===== config.mk =====
export PLATFORM = sky130hd
export DESIGN_NAME = uart_loopback_buffer
export DESIGN_NICKNAME = d
export VERILOG_FILES = /design/src/rtl/uart_loopback_buffer.sv
export SDC_FILE = /design/constraint.sdc
export NUM_CORES = 1
export LEC_CHECK = 0
export BUFFER_PORTS_ARGS = -buffer_cell sky130_fd_sc_hd__buf_2
export CAP_MARGIN = 20
export CORE_MARGIN = 2
export CORE_UTILIZATION = 50
export DETAILED_ROUTE_END_ITERATION = 8
export GPL_ROUTABILITY_DRIVEN = 0
export PLACE_DENSITY_LB_ADDON = 0.15
export SYNTH_ARGS = -nofsm -noshare
export SYNTH_HDL_FRONTEND = slang
export SYNTH_SLANG_ARGS = --single-unit

===== constraint.sdc =====
create_clock -name clk -period 3.1 [get_ports clk]
set_input_delay 0.31 -clock clk [delete_from_list [all_inputs] [get_ports clk]]
set_output_delay 0.31 -clock clk [all_outputs]
set_load 0.03 [all_outputs]

===== src/rtl/uart_loopback_buffer.sv =====
// UART capture-and-replay: buffers received frames, replays them on TxD after a debounced press.
// Define UART_PARITY_EN to add an even-parity bit on both the RX and TX paths.
module uart_loopback_buffer #(
  parameter int unsigned BAUD_COUNT    = 108,
  parameter int unsigned BTN_THRESHOLD = 20,
  parameter int unsigned DEPTH         = 8,
  parameter int unsigned DATA_BITS     = 8
) (
  input  logic                           clk,
  input  logic                           rst,
  input  logic                           btn,
  input  logic                           RxD,
  output logic                           TxD,
  output logic                           busy,
  output logic [$clog2(DEPTH+1)-1:0]     count,
  output logic                           rx_drop,
  output logic                           frame_err,
  output logic                           parity_err
);

  localparam int unsigned CW  = $clog2(DEPTH + 1);
  localparam int unsigned IW  = (DEPTH > 1) ? $clog2(DEPTH) : 1;
  localparam int unsigned TW  = $clog2(BAUD_COUNT);
  localparam int unsigned BW  = $clog2(DATA_BITS);
  localparam int unsigned DBW = $clog2(BTN_THRESHOLD + 1);

  localparam logic [2:0] S_IDLE   = 3'd0;
  localparam logic [2:0] S_START  = 3'd1;
  localparam logic [2:0] S_DATA   = 3'd2;
  localparam logic [2:0] S_STOP   = 3'd3;
  localparam logic [2:0] S_DONE   = 3'd4;
`ifdef UART_PARITY_EN
  localparam logic [2:0] S_PARITY = 3'd5;
`endif

  logic                 r_rx_s1, r_rx_s2, r_btn_s1, r_btn_s2;
  logic [DBW-1:0]       r_db_cnt;
  logic                 r_press;
  logic [2:0]           r_rx_state, w_rx_nxt;
  logic [TW-1:0]        r_rx_tmr, w_rx_tmr_nxt;
  logic [BW-1:0]        r_rx_bit;
  logic [DATA_BITS-1:0] r_rx_shift;
  logic                 r_rx_commit, r_frame_err, w_rx_tick, w_rx_last, w_rx_par_ok;
  logic [2:0]           r_tx_state, w_tx_nxt;
  logic [TW-1:0]        r_tx_tmr, w_tx_tmr_nxt;
  logic [BW-1:0]        r_tx_bit;
  logic [IW-1:0]        r_tx_idx;
  logic [DATA_BITS-1:0] r_tx_shift, w_tx_word;
  logic                 r_txd, r_busy, w_tx_tick, w_tx_bit_last, w_tx_byte_last;
  logic                 w_tx_start, w_tx_finish, w_commit_ok;
  logic [CW-1:0]        r_count;
  logic                 r_rx_drop;
  logic [DATA_BITS-1:0] r_buf [DEPTH];
`ifdef UART_PARITY_EN
  logic                 r_rx_par_bad, r_parity_err, r_tx_par;
`endif

  // Two-flop synchronisers for the asynchronous inputs
  always_ff @(posedge clk) begin
    if (rst) begin
      r_rx_s1  <= 1'b1;
      r_rx_s2  <= 1'b1;
      r_btn_s1 <= 1'b0;
      r_btn_s2 <= 1'b0;
    end else begin
      r_rx_s1  <= RxD;
      r_rx_s2  <= r_rx_s1;
      r_btn_s1 <= btn;
      r_btn_s2 <= r_btn_s1;
    end
  end

  // Debounce: one press pulse per high run that reaches the threshold
  always_ff @(posedge clk) begin
    if (rst) begin
      r_db_cnt <= '0;
      r_press  <= 1'b0;
    end else begin
      r_press <= r_btn_s2 && (r_db_cnt == DBW'(BTN_THRESHOLD - 1));
      if (!r_btn_s2)
        r_db_cnt <= '0;
      else if (r_db_cnt != DBW'(BTN_THRESHOLD))
        r_db_cnt <= r_db_cnt + DBW'(1);
    end
  end

  assign w_rx_tick    = (r_rx_tmr == '0);
  assign w_rx_last    = (r_rx_bit == BW'(DATA_BITS - 1));
  assign w_rx_tmr_nxt = w_rx_tick ? TW'(BAUD_COUNT - 1) : r_rx_tmr - TW'(1);
`ifdef UART_PARITY_EN
  assign w_rx_par_ok  = !r_rx_par_bad;
  assign parity_err   = r_parity_err;
`else
  assign w_rx_par_ok  = 1'b1;
  assign parity_err   = 1'b0;
`endif

  always_ff @(posedge clk) begin
    if (rst) r_rx_state <= S_IDLE;
    else     r_rx_state <= w_rx_nxt;
  end

  always_comb begin
    w_rx_nxt = r_rx_state;
    case (r_rx_state)
      S_IDLE:   if (!r_rx_s2) w_rx_nxt = S_START;
      S_START:  if (w_rx_tick) w_rx_nxt = r_rx_s2 ? S_IDLE : S_DATA;
      S_DATA:   if (w_rx_tick && w_rx_last) begin
`ifdef UART_PARITY_EN
        w_rx_nxt = S_PARITY;
`else
        w_rx_nxt = S_STOP;
`endif
      end
`ifdef UART_PARITY_EN
      S_PARITY: if (w_rx_tick) w_rx_nxt = S_STOP;
`endif
      S_STOP:   if (w_rx_tick) w_rx_nxt = S_IDLE;
      default:  w_rx_nxt = S_IDLE;
    endcase
  end

  // RX datapath: half-bit alignment in IDLE, then mid-bit sampling
  always_ff @(posedge clk) begin
    if (rst) begin
      r_rx_tmr     <= '0;
      r_rx_bit     <= '0;
      r_rx_shift   <= '0;
      r_rx_commit  <= 1'b0;
      r_frame_err  <= 1'b0;
`ifdef UART_PARITY_EN
      r_rx_par_bad <= 1'b0;
      r_parity_err <= 1'b0;
`endif
    end else begin
      r_rx_commit <= 1'b0;
      case (r_rx_state)
        S_IDLE: begin
          r_rx_tmr <= TW'(BAUD_COUNT / 2 - 1);
          r_rx_bit <= '0;
`ifdef UART_PARITY_EN
          r_rx_par_bad <= 1'b0;
`endif
        end
        S_START: r_rx_tmr <= w_rx_tmr_nxt;
        S_DATA: begin
          r_rx_tmr <= w_rx_tmr_nxt;
          if (w_rx_tick) begin
            r_rx_shift <= {r_rx_s2, r_rx_shift[DATA_BITS-1:1]};
            r_rx_bit   <= r_rx_bit + BW'(1);
          end
        end
`ifdef UART_PARITY_EN
        S_PARITY: begin
          r_rx_tmr <= w_rx_tmr_nxt;
          if (w_rx_tick && ((^r_rx_shift) != r_rx_s2)) begin
            r_rx_par_bad <= 1'b1;
            r_parity_err <= 1'b1;
          end
        end
`endif
        S_STOP: begin
          r_rx_tmr <= w_rx_tmr_nxt;
          if (w_rx_tick) begin
            if (!r_rx_s2)         r_frame_err <= 1'b1;
            else if (w_rx_par_ok) r_rx_commit <= 1'b1;
          end
        end
        default: ;
      endcase
    end
  end

  assign w_commit_ok = r_rx_commit && (r_count < CW'(DEPTH)) && !r_busy;

  // Buffer RAM is deliberately not reset
  always_ff @(posedge clk) begin
    if (w_commit_ok) r_buf[IW'(r_count)] <= r_rx_shift;
  end

  always_ff @(posedge clk) begin
    if (rst) begin
      r_count   <= '0;
      r_rx_drop <= 1'b0;
    end else begin
      if (r_rx_commit && !w_commit_ok) r_rx_drop <= 1'b1;
      if (w_tx_finish)      r_count <= '0;
      else if (w_commit_ok) r_count <= r_count + CW'(1);
    end
  end

  assign w_tx_tick      = (r_tx_tmr == '0);
  assign w_tx_tmr_nxt   = w_tx_tick ? TW'(BAUD_COUNT - 1) : r_tx_tmr - TW'(1);
  assign w_tx_bit_last  = (r_tx_bit == BW'(DATA_BITS - 1));
  assign w_tx_byte_last = ((CW'(r_tx_idx) + CW'(1)) == r_count);
  assign w_tx_word      = r_buf[r_tx_idx];
  // A same-cycle commit counts toward the start condition so that byte is replayed
  assign w_tx_start     = r_press && (r_tx_state == S_IDLE) && !r_busy &&
                          ((r_count != '0) || w_commit_ok);
  assign w_tx_finish    = (r_tx_state == S_STOP) && w_tx_tick && w_tx_byte_last;

  always_ff @(posedge clk) begin
    if (rst) r_tx_state <= S_IDLE;
    else     r_tx_state <= w_tx_nxt;
  end

  always_comb begin
    w_tx_nxt = r_tx_state;
    case (r_tx_state)
      S_IDLE:   if (w_tx_start) w_tx_nxt = S_START;
      S_START:  if (w_tx_tick) w_tx_nxt = S_DATA;
      S_DATA:   if (w_tx_tick && w_tx_bit_last) begin
`ifdef UART_PARITY_EN
        w_tx_nxt = S_PARITY;
`else
        w_tx_nxt = S_STOP;
`endif
      end
`ifdef UART_PARITY_EN
      S_PARITY: if (w_tx_tick) w_tx_nxt = S_STOP;
`endif
      S_STOP:   if (w_tx_tick) w_tx_nxt = w_tx_byte_last ? S_DONE : S_START;
      S_DONE:   w_tx_nxt = S_IDLE;
      default:  w_tx_nxt = S_IDLE;
    endcase
  end

  // TX datapath: the word is fetched at the end of its start bit, after any pending commit
  always_ff @(posedge clk) begin
    if (rst) begin
      r_txd      <= 1'b1;
      r_busy     <= 1'b0;
      r_tx_idx   <= '0;
      r_tx_tmr   <= '0;
      r_tx_bit   <= '0;
      r_tx_shift <= '0;
`ifdef UART_PARITY_EN
      r_tx_par   <= 1'b0;
`endif
    end else begin
      case (r_tx_state)
        S_IDLE: if (w_tx_start) begin
          r_txd    <= 1'b0;
          r_busy   <= 1'b1;
          r_tx_idx <= '0;
          r_tx_tmr <= TW'(BAUD_COUNT - 1);
        end
        S_START: begin
          r_tx_tmr <= w_tx_tmr_nxt;
          if (w_tx_tick) begin
            r_txd      <= w_tx_word[0];
            r_tx_shift <= w_tx_word >> 1;
            r_tx_bit   <= '0;
`ifdef UART_PARITY_EN
            r_tx_par   <= ^w_tx_word;
`endif
          end
        end
        S_DATA: begin
          r_tx_tmr <= w_tx_tmr_nxt;
          if (w_tx_tick) begin
            if (w_tx_bit_last) begin
`ifdef UART_PARITY_EN
              r_txd <= r_tx_par;
`else
              r_txd <= 1'b1;
`endif
            end else begin
              r_txd      <= r_tx_shift[0];
              r_tx_shift <= r_tx_shift >> 1;
              r_tx_bit   <= r_tx_bit + BW'(1);
            end
          end
        end
`ifdef UART_PARITY_EN
        S_PARITY: begin
          r_tx_tmr <= w_tx_tmr_nxt;
          if (w_tx_tick) r_txd <= 1'b1;
        end
`endif
        S_STOP: begin
          r_tx_tmr <= w_tx_tmr_nxt;
          if (w_tx_tick) begin
            if (w_tx_byte_last) begin
              r_busy <= 1'b0;
            end else begin
              r_tx_idx <= r_tx_idx + IW'(1);
              r_txd    <= 1'b0;
            end
          end
        end
        default: ;
      endcase
    end
  end

  assign TxD       = r_txd;
  assign busy      = r_busy;
  assign count     = r_count;
  assign rx_drop   = r_rx_drop;
  assign frame_err = r_frame_err;

endmodule


==> metrics.md, run 1 <==
| Metric | Value |
|---|---|
| Max clock buf depth | `2` |
| Critical path depth | `7` |
| Grt total ovfl | `0` |
| First-pass GRT wire length | `16,900 um` |
| Synthesized Nets | `491` |
| Antenna violations before repair | `0` |
| Most frequent CP cell | `or3_1` |
| Synth Area in Compound Gates | `11.0%` |
| CTS Sinks | `approximately 130` |
| Share of layout cells above drive strength 1 | `12.3%` |
| Slowest CP cell | `or3_1` |
| Pin count of the biggest net entering global routing | `54` |
| Fin Clk Skew | `0.00902 ns` |
| Vias in the first global route | `3,535` |
| CP startpoint | `r_tx_tmr[0]` |
| Crit Path Max Fanout | `11` |
| Post-Synthesis Cell Area | `5380 um^2` |
| Clk pwr share | `49.7%` |
| Total routed wirelength | `approximately 10,000 um` |
| Number of buffers and inverters on the critical path | `1` |
| CTS tree | `built` |
| Leading cell type in the layout, fill and taps excluded | `dfxtp_1` |
| Post-Synth XOR/XNOR Area | `2.44%` |
| Pint | `around 0.0029 W` |
| Slowest Stage Delay on Critical Path | `0.54 ns` |
| Max Freq | `0.380 GHz` |
| R2r setup slk | `0.47 ns` |
| Drt wl/cell | `15.9 um` |
| Avg Synthesized Cell Area | `approximately 11 um^2` |
| VDD IR-drop max | `0.349 mV` |
| Fin nets | `508` |
| Critical Path RT | `between 3 and 4 ns` |
| Initial Util | `51.9%` |
| Post-synthesis cell type count | `53` |
| CP Data Arrival Time | `3.07 ns` |
| CP startpoint kind | `flop` |
| Skew-Pair Late Insertion Delay | `0.51 ns` |
| Power, Total | `0.00365 W` |
| YS warnings | `0` |
| Sw Share | `around 22%` |
| Die height | `between 100 and 150 um` |
| Antenna cells | `0` |
| Row count | `37` |
| Reg power frac | `48.9%` |
| Post-synthesis sequential area ratio | `59.9%` |
| Post-DRT Antenna Nets | `0` |
| Vias per Instance | `around 5.6` |
| Maxcap violations | `0` |
| GRT Util Overall | `approximately a fifth` |
| I/O Buffers | `11` |
| Die width | `108 um` |
| DP Wirelength | `6880 um` |
| Yosys reg bits | `about 130` |
| Async SR Flop Fraction | `0%` |
| Commonest cells after routing, fill and taps aside | `dfxtp_1, edfxtp_1, a21oi_1` |
| Primary FF master, synth | `dfxtp_1` |
| Cell Chain, Critical Path | `inv_1, ha_1, or4b_4, or3_1, or3_1, or3_1, a21oi_1` |
| Core area | `just over 10,000 um^2` |
| Slew Limit Fails | `0` |
| Worst-Margin Slew | `0.871 ns` |
| Period minus WS final | `2.63 ns` |
| P_leak | `just over 2 nW` |
| Setup crit end | `r_tx_shift[6]` |
| DR pass1 iterations | `5` |
| Largest family of logic cells by synthesized area | `simple AND/OR/NAND/NOR gates` |
| Die area | `11,600 um^2` |
| Slew margin rel. | `41.7%` |
| Status | `complete, no violations` |
| PwrDens | `594 nW/um^2` |
| Hold Crit Class | `input port to flop` |
| CP endpoint kind | `flop` |
| CTS Root Cell | `clkbuf_8` |
| Gate power share | `under 10%` |
| Period utilization | `a little over four fifths` |
| Sw Pwr | `0.000792 W` |
| Reg clk slew, reported paths | `0.06 ns` |
| Critical path class | `flop to flop` |
| Htree depth | `4` |
| Final Hold Vio Count | `0` |
| Crit Reg-Reg Endpoint | `r_tx_shift[6]` |
| Synthesized instance count | `474` |
| DRC violations left | `0` |
| Post-synthesis simple-gate area fraction | `14.1%` |
| R2R cell count | `7` |
| Initial DRC Count | `194` |
| # IOs | `13` |
| Multiplexer area fraction after synthesis | `between 6 and 7%` |
| RSZ-0062 raised after global routing | `false` |
| Critical path's top delay family | `simple AND/OR/NAND/NOR gates` |
| Setup TNS | `0 ns` |
| Adder-cell share of the synthesized area | `3.02%` |
| Origin of the critical flop-to-flop path | `r_tx_tmr[0]` |
| DR vias | `3,563` |
| Total CTS buffers | `17` |
| Number of synthesized flops with an enable pin | `64` |
| Synth-to-Final Area Change | `14.2%` |
| Final setup viols | `0` |
-- kinds of logic (layout without fill, tap and decap cells) --
family	after synthesis	after routing
xor+xnor	15	15
mux	34	34
fa+ha+maj	13	13
compound gates	92	92
buf+inv	37	67
flops	129	129
other cells	1	1
simple gates	153	153
-- worst min-delay path by stage --
| stage | from | endpoint | cells past startpoint |
|---|---|---|---|
| after global placement | r_btn_s1 | r_btn_s2 | 1 |
| after CTS | rst | frame_err | 3 |
| after floorplan | r_rx_s1 | r_rx_s2 | 1 |
| after detailed placement | r_rx_s1 | r_rx_s2 | 1 |
| after global routing | rst | frame_err | 3 |
| final | rst | frame_err | 3 |
-- power by group through the flow --
stage | clock network, W | registers (W) | logic (W)
after CTS | 0.00184 | 0.00179 | 0.0000511
after detailed placement | 0 | 0.00182 | 0.0000487
final | 0.00182 | 0.00179 | 0.0000509
after global placement | 0 | 0.00182 | 0.0000472
after global routing | 0.00191 | 0.00179 | 0.0000570
after floorplan | 0 | 0.00182 | 0.0000393
-- metrics by stage --
step                cell area, um^2  util (%)  instances  hold WS (ns)  worst slack (ns)
floorplan                      5380         -        474         0.389             0.746
global placement               5580      53.8        606         0.424             0.540
detailed placement             5580      53.8        606         0.411             0.497
CTS                            6150      59.3        640         0.211             0.473
global route                   6150      59.3        640         0.251             0.354
finish                         6150      59.3        640         0.228             0.465
-- state kept, by name (all words and copies together) (netlist names), 2 cells and up, named ones only --
name,cells
r_db_cnt,5
r_buf,64
r_tx_bit,3
r_rx_state,2
r_tx_tmr,7
count,4
r_tx_state,3
r_rx_bit,3
r_rx_shift,8
r_tx_idx,3
r_tx_shift,7
r_rx_tmr,7
-- routing by layer --
| layer | vias up | track usage, % | wire length, um |
|---|---|---|---|
| met3 | 11 | 5.27 | 345 |
| met1 | 1711 | 24.0 | 4770 |
| met2 | 75 | 31.4 | 4930 |
| met4 | 0 | 6.87 | 131 |
| met5 | - | 0 | 0 |
| li1 | 1766 | - | - |
-- synthesized netlist by cell type (3+ instances only) --
cell type,count,area (um^2)
nor2_1,41,154
o32ai_1,4,35.0
ha_1,13,163
xor2_1,5,43.8
clkbuf_1,18,67.6
a211oi_1,3,22.5
mux2i_1,32,320
a21oi_1,47,235
xnor2_1,10,87.6
dfxtp_1,65,1300
nor3b_1,4,30.0
nor2b_1,5,31.3
inv_1,14,52.6
nand3b_1,5,37.5
a31oi_1,3,18.8
or3_1,7,43.8
nor4_1,3,18.8
edfxtp_1,64,1920
o21ai_0,5,25.0
nand2_1,37,139
a22o_1,6,52.6
nor3_1,22,110
a221oi_1,7,61.3
or2_2,4,25.0
nand3_1,11,55.1
-- tightest hold or removal path, delay by kind of cell --
kind	cells	cell delay, ns
AOI/OAI and AO/OA	1	0.15
buffers and inverters	2	0.23
-- area by class of cell --
cell class,count,area [um^2]
inverter,14,52.6
clock buffer,20,455
sequential,129,3220
tap,136,170
fill,884,4220
multi-input combinational,308,2010
clock inverter,12,96.3
timing repair buffer,21,135
-- timing repair --
action	in CTS	in global routing
endpoints found under the hold margin	2	0
hold buffers	2	0
gates resized for setup	0	0
buffers inserted	0	0
Power figures use the tool's default switching activity.
==> run 2, diff against run 1 <==
Clock period 3.1 ns to 2.3 ns, I/O delays scaled along.
==> run 2 against run 1 <==
- cell area rose by 3.8%
- sequential cell count unchanged
- die area did not move
- fmax grew 17%
- final cell count up 3.3%
- clock power increased by 35%
- critical path type unchanged
- critical endpoint is now r_tx_shift[3]
==> metrics.md, run 2 (same netlist as run 1, synthesis figures left out) <==
| Metric | Value |
|---|---|
| R2R cell count | `8` |
| VDD IR-drop max | `approximately 0.56 mV` |
| Total CTS buffers | `17` |
| Clk pwr share | `49.7%` |
| Worst-Margin Slew | `0.612 ns` |
| Top Metal Used | `met4` |
| First-pass GRT wire length | `16,900 um` |
| Vias in the first global route | `approximately 3,400` |
| Initial Util | `a little over 50%` |
| Max Freq | `0.446 GHz` |
| Htree depth | `4` |
| Pint | `0.00401 W` |
| Hold Crit Class | `input port to flop` |
| GRT Util Overall | `19.3%` |
| Critical path class | `flop to flop` |
| Max clock buf depth | `2` |
| Postcts setup bufs | `0` |
| Drt wl/cell | `~16 um` |
| CTS Root Cell | `clkbuf_8` |
| Reg clk slew, reported paths | `approximately 0.060 ns` |
| Crit Path Max Fanout | `6` |
| Pin count of the biggest net entering global routing | `34` |
| DR pass1 iterations | `4` |
| Synth-to-Final Area Change | `18.5%` |
| Largest register by flop count | `r_buf` |
| R2r setup slk | `0.06 ns` |
| Die height | `108 um` |
| CTS Sinks | `129` |
| Origin of the critical flop-to-flop path | `r_tx_tmr[0]` |
| Status | `complete, no violations` |
| Maxcap violations | `0` |
| CTS tree | `built` |
| Antenna cells | `0` |
| Die width | `108 um` |
| Final Hold Vio Count | `0` |
| Hold endpoint | `rx_drop` |
| Sw Pwr | `about 0.00093 W` |
| CP Data Arrival Time | `2.63 ns` |
| DRC violations left | `0` |
| Crit Reg-Reg Endpoint | `r_tx_shift[3]` |
| Reg power frac | `48.8%` |
| Hold path start | `rst` |
| PwrDens | `774 nW/um^2` |
| Setup TNS | `0 ns` |
| Post-DRT Antenna Nets | `0` |
| Final setup viols | `0` |
| CP startpoint kind | `flop` |
| WL met3 | `342 um` |
| Period minus WS final | `2.24 ns` |
| Period utilization | `between 90 and 100%` |
| Vias per Instance | `around 5.5` |
| Slew margin rel. | `approximately three fifths` |
| Top Registers | `r_buf: 64 flops, r_rx_shift: 8 flops` |
| I/O Buffers | `11` |
| Hold Path Depth | `2` |
| Total routed wirelength | `10,400 um` |
| CP endpoint kind | `flop` |
| Antenna violations before repair | `0` |
| Fin nets | `529` |
| Fin Clk Skew | `0.0134 ns` |
| # IOs | `13` |
| Util after Layout | `61.5%` |
| Commonest cells after routing, fill and taps aside | `dfxtp_1, edfxtp_1, a21oi_1` |
| P_leak | `roughly 2.2 nW` |
| Critical Path RT | `2.69 ns` |
| Initial DRC Count | `164` |
| Grt total ovfl | `0` |
| Share of layout cells above drive strength 1 | `around 17%` |
| Core area | `10,400 um^2` |
| Gate power share | `around 1.4%` |
| Slew Limit Fails | `0` |
| DR vias | `3,642` |
| Metal2 WL | `5050 um` |
| Die area | `11,600 um^2` |
| WL met1 | `4850 um` |
| Skew-Pair Late Insertion Delay | `0.52 ns` |
| Sw Share | `between 10% and 20%` |
| Number of flip-flops in the largest register | `64` |
| Row count | `37` |
| DP Wirelength | `6880 um` |
[run 2: worst max-delay path by stage]
stage | cells after the start | slack [ns] | start | to
3_3_place_gp | 8 | 0.05 | r_tx_tmr[0] | r_tx_shift[4]
2_1_floorplan | 8 | 0.004 | r_tx_tmr[0] | r_tx_shift[6]
6_report | 8 | 0.06 | r_tx_tmr[0] | r_tx_shift[3]
3_5_place_dp | 8 | -0.04 | r_tx_tmr[0] | r_tx_shift[3]
5_1_grt | 8 | -0.008 | r_tx_tmr[0] | r_tx_shift[2]
4_1_cts | 8 | 0.01 | r_tx_tmr[0] | r_tx_shift[1]
[run 2: final cells by class]
class | instances | area [um^2]
Clock buffer | 24 | 460
Inverter | 14 | 52.6
Timing Repair Buffer | 42 | 309
Tap cell | 136 | 170
Sequential cell | 129 | 3220
Multi-Input combinational cell | 308 | 2080
Clock inverter | 8 | 86.3
Fill cell | 856 | 3990
[run 2: metrics by stage]
| step | std cells | area [um^2] | setup WS, ns | total power, W | hold WS (ns) |
|---|---|---|---|---|---|
| after global placement | 627 | 5750 | 0.0523 | 0.00252 | 0.416 |
| final | 661 | 6380 | 0.0560 | 0.00494 | 0.116 |
| after global routing | 661 | 6380 | -0.00752 | 0.00512 | 0.127 |
| after CTS | 661 | 6330 | 0.0104 | 0.00499 | 0.0900 |
| after floorplan | 474 | 5390 | 0.00352 | 0.00251 | 0.334 |
| after detailed placement | 627 | 5750 | -0.0405 | 0.00253 | 0.412 |
[run 2: power by group through the flow]
stage	logic [W]	clock network, W	registers [W]
floorplan	0.0000529	0	0.00246
global placement	0.0000663	0	0.00246
detailed placement	0.0000680	0	0.00246
CTS	0.0000708	0.00251	0.00241
global route	0.0000794	0.00263	0.00241
finish	0.0000711	0.00245	0.00241
[run 2: what timing repair did]
action                                  in CTS  in global routing
pin swaps                                    0                  2
endpoints found under the setup margin       7                  7
hold buffers                                 2                  0
resized for setup                            4                 10
endpoints found under the hold margin        2                  0
[run 2: worst max-delay path, cell delays in order (launching register included)]
cell and delay (ns):
dfxtp_2 0.32, inv_2 0.05, ha_1 0.13, or4b_4 0.47, or3_4 0.35, or3_4 0.36
buf_6 0.15, a221oi_4 0.21, nor3_1 0.07
[run 2: per-layer routing]
layer,vias to the layer above,track usage (%)
li1,1816,-
met1,1749,24.5
met2,69,31.1
met3,8,6.23
met4,0,6.50
met5,-,0
==> run 3, diff against run 2 <==
Settings changed: CORE_ASPECT_RATIO set to 0.7, CORE_MARGIN 2 to not set, PLACE_DENSITY set to 0.69, PLACE_DENSITY_LB_ADDON 0.15 to not set.
==> run 3 against run 2 <==
- sequential cell count unchanged
- critical path type unchanged
- die area down 3.6%
- cell area up 0.57%
- first-iteration DRC count up 41%
- clock power up 11%
- fmax down 1.5%
- critical endpoint is now r_tx_shift[1]
- count of clock-buffer cells in the layout up 5
- via count down 0.33%
==> metrics.md, run 3 (same netlist as run 1, synthesis figures left out) <==
| Metric | Value |
|---|---|
| CP startpoint kind | `flop` |
| Period minus WS final | `2.28 ns` |
| Share of layout cells above drive strength 1 | `17.0%` |
| Period utilization | `just under 100%` |
| Slowest CP cell | `or4b_4` |
| Skew-Pair Late Insertion Delay | `0.41 ns` |
| Crit Path Max Fanout | `6` |
| Initial Util | `roughly half` |
| Number of flip-flops in the largest register | `64` |
| Max Freq | `roughly 0.44 GHz` |
| Synth-to-Final Area Change | `19.2%` |
| Fin Clk Skew | `approximately 0.0062 ns` |
| Total CTS buffers | `17` |
| CTS Sinks | `129` |
| Vias in the first global route | `3,487` |
| Vias per Instance | `~5.6` |
| CP Data Arrival Time | `2.55 ns` |
| Slowest Stage Delay on Critical Path | `0.46 ns` |
| Post-DRT Antenna Nets | `0` |
| Maxcap violations | `0` |
| Worst-Margin Slew | `0.517 ns` |
| Pint | `0.00423 W` |
| Grt total ovfl | `0` |
| Drt wl/cell | `15.7 um` |
| P_leak | `~2.2 nW` |
| Reg clk slew, reported paths | `about 0.06 ns` |
| Die height | `between 80 and 90 um` |
| VDD IR-drop max | `0.569 mV` |
| Critical Path RT | `2.58 ns` |
| Row count | `31` |
| Placed cell area | `5710 um^2` |
| Setup ws final | `0.0223 ns` |
| Reg power frac | `46.4%` |
| Slew margin rel. | `65.4%` |
| Hold Crit Class | `input port to flop` |
| DRC violations left | `0` |
| RSZ-0062 raised after global routing | `true` |
| I/O Buffers | `11` |
| Core area | `slightly above 10,000 um^2` |
| Gate power share | `around 1.3%` |
| Finished Cell Area | `6420 um^2` |
| Sw Share | `18.7%` |
| # IOs | `13` |
| Setup TNS | `0 ns` |
| Initial DRC Count | `232` |
| Sw Pwr | `0.000974 W` |
| GRT Util Overall | `20.2%` |
| Most frequent CP cell | `or3_4` |
| CTS Root Cell | `clkbuf_16` |
| Die width | `126 um` |
| DR vias | `3,630` |
| Antenna violations before repair | `0` |
| Final Hold Vio Count | `0` |
| DP Wirelength | `6860 um` |
| First-pass GRT wire length | `17,000 um` |
| CP endpoint kind | `flop` |
| Total routed wirelength | `10,300 um` |
| PwrDens | `811 nW/um^2` |
| Slew Limit Fails | `0` |
| Largest register by flop count | `r_buf` |
| Htree depth | `4` |
| Clk pwr share | `about 52%` |
| Pin count of the biggest net entering global routing | `31` |
| Die area | `11,200 um^2` |
| Status | `complete, no violations` |
| CTS tree | `built` |
| Antenna cells | `0` |
| Max clock buf depth | `2` |
| DR pass1 iterations | `4` |
| Top Registers | `r_buf: 64 flops, r_rx_shift: 8 flops` |
| Final setup viols | `0` |
| Dpl ws | `-0.0507 ns` |
| Cell Chain, Critical Path | `inv_2, ha_4, or4b_4, or3_4, or3_4, buf_6, a221oi_2, nor3_1` |
| Critical path class | `flop to flop` |
| Commonest cells after routing, fill and taps aside | `dfxtp_1, edfxtp_1, a21oi_1` |
| Fin nets | `527` |
run 3: changes by cell type in the layout (fill, tap and decap cells not counted), sizes merged:
cell,delta
clkbuf,+5
clkinv,-5
buf,-1
bufinv,-1
dlygate4sd3,-1
run 3: layout make-up:
type	count	area, um^2
fillers	806	3980
clock inverters	2	35.0
repair buffers	40	279
clock buffers	29	576
multi-input cells	308	2080
flip-flops and latches	129	3220
inverters	14	52.6
well taps	132	165
run 3: worst max-delay path: cells and delay by family (launching register included):
family,cells,cell delay (ns)
flops,1,0.32
buf+inv,2,0.22
fa+ha+maj,1,0.12
simple gates,4,1.29
compound gates,1,0.18
run 3: final timing paths:
| check | from | to | slack, ns | depth (start not counted) |
|---|---|---|---|---|
| hold / removal | btn | r_btn_s1 | 0.04 | 2 |
| setup / recovery | r_tx_tmr[0] | r_tx_shift[1] | 0.02 | 8 |
| hold reg to reg | r_rx_s1 | r_rx_s2 | 0.43 | 1 |
| setup reg to reg | r_tx_tmr[0] | r_tx_shift[1] | 0.02 | 8 |
run 3: metal layers:
| layer | GRT usage [%] | vias up | routed length (um) |
|---|---|---|---|
| li1 | - | 1816 | - |
| met1 | 26.9 | 1753 | 5190 |
| met2 | 31.4 | 48 | 4560 |
| met3 | 5.08 | 13 | 383 |
| met4 | 9.20 | 0 | 119 |
| met5 | 0 | - | 0 |
run 3: through the flow:
step / cells / hold WS, ns / util, % / total power, W
floorplan: 474 / 0.334 / - / 0.00251
global placement: 621 / 0.405 / 55.0 / 0.00252
detailed placement: 621 / 0.420 / 55.0 / 0.00252
CTS: 653 / 0.0329 / 61.2 / 0.00524
global route: 654 / 0.0467 / 61.7 / 0.00533
finish: 654 / 0.0403 / 61.7 / 0.00520
run 3: power groups by stage:
stage	sequential, W	combinational [W]	clock (W)
floorplan	0.00246	0.0000529	0
global placement	0.00246	0.0000647	0
detailed placement	0.00246	0.0000662	0
CTS	0.00241	0.0000689	0.00276
global route	0.00241	0.0000773	0.00285
finish	0.00241	0.0000695	0.00272
run 3: repair_timing:
action                                  in CTS  in global routing
resized for setup                            5                 11
endpoints found under the setup margin       7                 12
setup buffers                                0                  1
pin swaps                                    0                  5
hold buffers                                 1                  0
hold endpoints to repair                     1                  0
